`src/rtl/sync_fifo_flags.sv`:
```
// Single-clock FIFO with occupancy count, almost-full/almost-empty decodes, sticky overflow/underflow and optional FWFT read.
// Flags follow count 1 cycle after an accepted push/pop; push while full and pop while empty are dropped and flagged.
module sync_fifo_flags #(
    parameter int DWIDTH   = 8,
    parameter int DEPTH    = 16,
    parameter int AF_LEVEL = DEPTH - 2,
    parameter int AE_LEVEL = 2,
    parameter int FWFT     = 0
) (
    input  logic                     clk,
    input  logic                     reset_L,
    input  logic                     push,
    input  logic [DWIDTH-1:0]        wdata,
    output logic                     full,
    output logic                     almost_full,
    input  logic                     pop,
    output logic [DWIDTH-1:0]        rdata,
    output logic                     empty,
    output logic                     almost_empty,
    output logic [$clog2(DEPTH):0]   count,
    output logic                     overflow,
    output logic                     underflow,
    input  logic                     clr_err
);
    localparam int AW = $clog2(DEPTH);
    localparam int CW = AW + 1;

    logic [DWIDTH-1:0] mem_q [DEPTH];
    logic [AW-1:0]     wptr_q, wptr_d;
    logic [AW-1:0]     rptr_q, rptr_d;
    logic [CW-1:0]     count_q, count_d;
    logic              ovf_q, ovf_d;
    logic              unf_q, unf_d;
    logic              push_acc, pop_acc;

    assign full         = (count_q == CW'(DEPTH));
    assign empty        = (count_q == '0);
    assign almost_full  = (count_q >= CW'(AF_LEVEL));
    assign almost_empty = (count_q <= CW'(AE_LEVEL));
    assign count        = count_q;
    assign overflow     = ovf_q;
    assign underflow    = unf_q;

    assign push_acc = push & ~full;
    assign pop_acc  = pop & ~empty;

    always_comb begin
        wptr_d  = wptr_q + AW'(push_acc);
        rptr_d  = rptr_q + AW'(pop_acc);
        count_d = count_q + CW'(push_acc) - CW'(pop_acc);
        // A new rejection in the same cycle takes priority over the clear.
        ovf_d   = (push & full)  | (ovf_q & ~clr_err);
        unf_d   = (pop  & empty) | (unf_q & ~clr_err);
    end

    always_ff @(posedge clk or negedge reset_L) begin
        if (!reset_L) begin
            wptr_q  <= '0;
            rptr_q  <= '0;
            count_q <= '0;
            ovf_q   <= 1'b0;
            unf_q   <= 1'b0;
        end else begin
            wptr_q  <= wptr_d;
            rptr_q  <= rptr_d;
            count_q <= count_d;
            ovf_q   <= ovf_d;
            unf_q   <= unf_d;
        end
    end

    always_ff @(posedge clk) begin
        if (push_acc) begin
            mem_q[wptr_q] <= wdata;
        end
    end

    generate
        if (FWFT != 0) begin : g_fwft
            assign rdata = mem_q[rptr_q];
        end else begin : g_std
            logic [DWIDTH-1:0] rdata_q;
            always_ff @(posedge clk or negedge reset_L) begin
                if (!reset_L) begin
                    rdata_q <= '0;
                end else if (pop_acc) begin
                    rdata_q <= mem_q[rptr_q];
                end
            end
            assign rdata = rdata_q;
        end
    endgenerate
endmodule
```
`config.mk`:
```
export PLATFORM = sky130hd
export DESIGN_NAME = sync_fifo_flags
export DESIGN_NICKNAME = d
export VERILOG_FILES = /design/src/rtl/sync_fifo_flags.sv
export SDC_FILE = /design/constraint.sdc
export NUM_CORES = 1
export LEC_CHECK = 0
export ABC_AREA = 0
export BUFFER_PORTS_ARGS = -buffer_cell sky130_fd_sc_hd__buf_2
export CAP_MARGIN = 20
export CORE_ASPECT_RATIO = 0.5
export CORE_MARGIN = 8
export CORE_UTILIZATION = 49
export DETAILED_ROUTE_END_ITERATION = 7
export GPL_TIMING_DRIVEN = 0
export PLACE_DENSITY = 0.66
export SLEW_MARGIN = 10
export SYNTH_ARGS = -nofsm -noshare
export SYNTH_HDL_FRONTEND = slang
export SYNTH_SLANG_ARGS = --single-unit
```
`constraint.sdc`:
```
create_clock -name clk -period 6.85 [get_ports clk]
set_clock_uncertainty 0.05 [all_clocks]
set_input_delay 1.37 -clock clk [delete_from_list [all_inputs] [get_ports clk]]
set_output_delay 1.37 -clock clk [all_outputs]
set_load 0.005 [all_outputs]
```
### Word-level counts from Yosys, hierarchy flattened

Memories as Yosys holds them, arrays and structs flattened. A register that Yosys moved wholly into a read port is not among the register bits.
Cells that the tools add are included.

| storage, ports and cells | value |
|---|---|
| memories | 1 |
| input port bits | 13 |
| word-level logic and storage cells | 28 |
| output and inout bits | 19 |
| bits in writable memories | 128 |
| register bits | 15 |

Memories:

| name | depth | bits a word | rd ports | clocked after memory_dff | write ports | RTL line | RTL |
|---|---|---|---|---|---|---|---|
| mem_q | 16 | 8 | 1 | 1 | 1 | 28 | `logic [DWIDTH-1:0] mem_q [DEPTH];` |

| cells by class | value |
|---|---|
| bitwise operators | 11 |
| reduce and logical (&&, ||, !) cells | 2 |
| muxes and demuxes | 2 |
| eq/ne operators | 1 |
| $lt $le $gt $ge | 2 |
| add/sub/neg operators | 4 |

Operators by type and width:

| kind | number |
|---|---|
| $add 4x1->4 | 2 |
| $and 1x1->1 | 6 |
| $add 5x1->5 | 1 |
| $eq 5x5->1 const B | 1 |
| $ge 5x4->1 const B | 1 |
| $le 5x2->1 const B | 1 |
| $logic_not 5->1 | 1 |
| $sub 5x1->5 | 1 |
| $not 1->1 | 3 |
| $mux 1 | 2 |
| $or 1x1->1 | 2 |
| $logic_not 1->1 | 1 |

### Longest topological paths before layout

| depth | value |
|---|---|
| word-level depth | 5 |
| depth in mapped cells | 12 |
| gate-level depth less buffers | 11 |

### Least setup slack after synthesis

No wires, ideal clock.

| path | value |
|---|---|
| path kind | input to register |
| start | in push |
| end | mem mem_q[0][0], enable pin |
| setup time | 0.383 ns |
| setup slack | 3.938 ns |
| path buffers | 0 |
| data arrival time | 2.478 ns |
| data required time | 6.417 ns |
| stages on the path | 2 |
| cells stage by stage | or4b_1 > nor3_1 |

| on the way | value |
|---|---|
| cells in the longest elaborated chain, start to end | 3 |

RTL lines:

| what | RTL line | RTL |
|---|---|---|
| from (decl) | 12 | `input logic push,` |
| $and 1x1->1 | 44 | `assign push_acc = push & ~full;` |
| $mux 1 | 73 | `if (push_acc) begin` |
| $mux 1 (implied by the code) | 74 | `mem_q[wptr_q] <= wdata;` |
| to (decl) | 28 |  |

No other way between the ends.

### Final worst setup path

| path | value |
|---|---|
| start | reg count_q[2], in the netlist count[2] |
| end | out empty |

| on the way | value |
|---|---|
| cells in the longest elaborated chain, start to end | 1 |

RTL lines:

| what | RTL line | RTL |
|---|---|---|
| from (decl) | 31 | `logic [CW-1:0] count_q, count_d;` |
| from (signal assigned) | 66 | `count_q <= count_d;` |
| $logic_not 5->1 | 37 | `assign empty = (count_q == '0);` |
| to (decl) | 18 | `output logic empty,` |

No other way between the ends.

==> results_tabular.tex <==
\begin{tabular}{lr}
\hline
Metric & Value \\
\hline
\multicolumn{2}{l}{\textbf{Floorplan}} \\
\quad Die span in y & between 90 and 100 um \\
\quad Standard-cell rows & 28 \\
\quad Top-Level Pins & 32 \\
\quad Die width & between 150 and 200 um \\
\quad Starting Density & slightly above 50\% \\
\quad Core box area & 12,000 um2 \\
\quad Overall die area & 16,500 um2 \\
\multicolumn{2}{l}{\textbf{Place}} \\
\quad Total of buffers placed on input and output ports & 31 \\
\quad Post-detail-place hpwl & 8.47 mm \\
\quad Final Wtd Congestion & 0.762 \\
\quad Post-DP Area & 6500 um2 \\
\quad Post-placement cell count & roughly 510 \\
\multicolumn{2}{l}{\textbf{STA}} \\
\quad Ratio of final minimum period to clock period & 52.2\% \\
\quad Final Hold Fails & 0 \\
\quad Setup repair after global routing missed its margin & false \\
\quad Highest clock frequency the design can meet & 280 MHz \\
\quad Headroom to the max-slew limit & 39.0\% \\
\quad Final critical path time including I/O delays and setup & around 3.6 ns \\
\quad Measured slew at the worst slew-check pin & roughly 0.91 ns \\
\quad Hold slack & 0.455 ns \\
\quad Final max-slew violation count & 0 \\
\quad Setup violation total in the final timing report & 0 \\
\quad Summed negative setup slack over all endpoints & 0 ns \\
\multicolumn{2}{l}{\textbf{Hold path}} \\
\quad Path category of the worst min-delay check & reg2reg \\
\multicolumn{2}{l}{\textbf{CTS}} \\
\quad Number of setup buffers added after CTS & 0 \\
\quad Number of clock buffers inserted by TritonCTS & 17 \\
\quad Clock latency of the later-clocked register in the worst-skew pair & 0.42 ns \\
\quad CTS Buffer Depth & 2 \\
\quad TritonCTS clock tree & yes \\
\quad Clock Root Buffer & clkbuf\_16 \\
\quad Clock sink total & 151 \\
\quad CTS hold repair buffers & 0 \\
\quad Number of cells upsized or downsized after cts & 0 \\
\quad Clock slew at the register clock pins of the worst setup and hold paths & 0.06 ns \\
\quad Max H-tree Level & 4 \\
\multicolumn{2}{l}{\textbf{Logic synthesis}} \\
\quad Syn nets & approximately 340 \\
\quad Yosys top cell area share & 62.9\% \\
\quad Asr flop ratio synth & 15.2\% \\
\quad Most area-hungry cell type in the Yosys netlist & edfxtp\_1 \\
\quad Synth Cell Area & 6110 um2 \\
\quad Number of unique standard cell types used by synthesis & 36 \\
\quad Syn\_area\_per\_cell & 19.6 um2 \\
\quad Cell with the most instances after synthesis & edfxtp\_1 \\
\quad Sequential-to-total area share from yosys stat & 72.3\% \\
\quad Leading post-synthesis cells by cell area & edfxtp\_1, mux4\_2, dfrtp\_1 \\
\quad Cell types with the highest counts after synthesis & edfxtp\_1, mux4\_2, dfrtp\_1 \\
\quad Count of flip-flops with a built-in enable after synthesis & $\sim$130 \\
\quad Gate Count Post-Synth & approximately 310 \\
\quad Yosys warning total & 0 \\
\quad Flop and latch count out of synthesis & 151 \\
\quad Top FF cell, synth & edfxtp\_1 \\
\multicolumn{2}{l}{\textbf{Power and ir drop}} \\
\quad Static leakage power & 0.00251 uW \\
\quad Worst IR drop on VDD & $\sim$190 uV \\
\quad Cell area power density & 432 nW/um2 \\
\multicolumn{2}{l}{\textbf{Critical path}} \\
\quad Crit path buf inv count & 4 \\
\quad Type of element capturing the critical path & output pin \\
\quad Setup slack of the worst register-to-register path & approximately 4 ns \\
\quad Slowest cell on crit path & or4b\_4 \\
\quad Max incr delay on CP & 0.48 ns \\
\quad Biggest fanout along the worst timing path & 10 \\
\quad Crit start category & flip-flop \\
\quad CP Data Arrival Time & 2.15 ns \\
\quad Cells traversed along the worst timing path & inv\_1, ha\_1, or4b\_4, clkbuf\_1, inv\_1, buf\_2 \\
\quad Data required time of the worst path & 5.43 ns \\
\quad Most frequent cell on the critical path & inv\_1 \\
\quad Type of the worst setup path & reg2out \\
\quad Category of cells accounting for the largest share of critical-path delay & buffers and inverters \\
\multicolumn{2}{l}{\textbf{Status}} \\
\quad Status & completed \\
\multicolumn{2}{l}{\textbf{Layout}} \\
\quad Cell Count, Final, Fillers Out & around 540 \\
\quad Diode count & 0 \\
\quad Share of cells above drive strength 1 & 31.7\% \\
\quad End-of-flow core utilization & around three fifths \\
\quad Non-Filler Cell Area, Final & 7080 um2 \\
\quad Count of nets after finishing & 393 \\
\quad Layout overhead on the synthesized area & 15.9\% \\
\multicolumn{2}{l}{\textbf{Global route}} \\
\quad Maximum number of pins on one net before global-route repair & 24 \\
\quad Remaining global-route overflow & 0 \\
\quad GR Layer Usage met2 & around 25\% \\
\quad Global routing usage on met1 & between 20\% and 30\% \\
\quad Total routing resource utilization after global routing & 16.2\% \\
\quad Top Usage Layer GRT & met2 \\
\quad Number of global-route vias before repair & 3,232 \\
\quad Initial antenna violation count & 0 \\
\quad GRT met3 Usage & 5.06\% \\
\quad Wire length of the first global-routing pass & $\sim$19 mm \\
\multicolumn{2}{l}{\textbf{Routing}} \\
\quad Antenna-violating nets left & 0 \\
\quad Routed length per placed instance & 23.1 um \\
\quad DRC & 0 \\
\quad TritonRoute pass-1 iters & 4 \\
\quad First-iteration detailed-routing DRC count & 221 \\
\quad Avg Vias per Cell & 5.59 \\
\quad Total Routed Length & 12.5 mm \\
\quad Vias & 3,039 \\
\multicolumn{2}{l}{\textbf{Flow run}} \\
\quad Maximum capacitance violations & 0 \\
\hline
\end{tabular}
-- final timing paths --
check	startpoint	end	depth (start not counted)
setup / recovery	count[2]$_DFF_PN0_	empty	6
hold / removal	rptr_q[1]$_DFF_PN0_	rptr_q[1]$_DFF_PN0_	1
setup reg to reg	count[2]$_DFF_PN0_	mem_q[12][4]$_DFFE_PP_	6
hold reg to reg	rptr_q[1]$_DFF_PN0_	rptr_q[1]$_DFF_PN0_	1
max in group asynchronous	reset_L	wptr_q[3]$_DFF_PN0_	1
min in group asynchronous	reset_L	count[3]$_DFF_PN0_	1
-- layout make-up --
type,count,area (um2)
Fill cell,906,4900
Buffer,17,103
Sequential cell,151,4420
Clock inverter,15,156
Clock buffer,17,425
Timing Repair Buffer,35,185
Tap cell,165,206
Multi-Input combinational cell,133,1550
Inverter,11,41.3
-- layer usage --
metal | vias to the layer above | share of wire (%)
met5 | - | 0
met4 | 0 | 0.71
met3 | 6 | 6.7
met2 | 95 | 46
met1 | 1577 | 47
li1 | 1361 | -
-- cell families (layout without fill, tap and decap cells) --
group	after synthesis	after routing	share of synthesized area, %
xor+xnor	9	9	1.29
buf+inv	28	95	2.36
simple gates	37	37	3.50
mux	40	40	13.1
fa+ha+maj	14	14	2.99
flops	151	151	72.3
compound gates	33	33	4.42
-- report_power, final --
part           total (uW)  internal [uW]  switching [uW]
sequential           1220           1150            71.4
clock                 912            516             396
combinational         927            423             504
total                3060           2090             971
-- registers in the layout, indices dropped and copies added (netlist names) --
register,count
wptr_q,4
rdata,8
rptr_q,4
mem_q,128
count,5
underflow,1
overflow,1
-- through the flow --
stage,total power (uW),setup slack [ns]
floorplan,1870,3.94
global placement,2130,3.35
detailed placement,2170,3.56
CTS,3080,3.26
global route,3210,3.14
finish,3060,3.28
-- placed cells by master, fill, tap and decap left out, types with 2 or more instances in the layout --
master / synthesis / layout
buf_4: 1 / 5
buf_2: 4 / 35
nand4b_1: 2 / 2
edfxtp_1: 128 / 128
nor3_1: 4 / 4
and2_1: 2 / 2
xnor2_1: 4 / 4
nor2_1: 12 / 12
a21oi_1: 11 / 11
dfrtp_1: 23 / 23
nand2b_1: 3 / 3
clkinvlp_4: 0 / 2
buf_6: 4 / 4
o22ai_1: 8 / 8
inv_1: 11 / 11
clkbuf_16: 0 / 17
mux2i_1: 8 / 8
inv_8: 0 / 4
a22o_1: 2 / 2
buf_1: 2 / 2
xor2_1: 5 / 5
mux4_2: 32 / 32
nand2_1: 4 / 4
inv_6: 0 / 6
nand4_1: 2 / 2
a221oi_2: 8 / 8
ha_1: 13 / 13
clkbuf_1: 6 / 6
o21bai_1: 2 / 2
(Power assumes the default switching activity.)
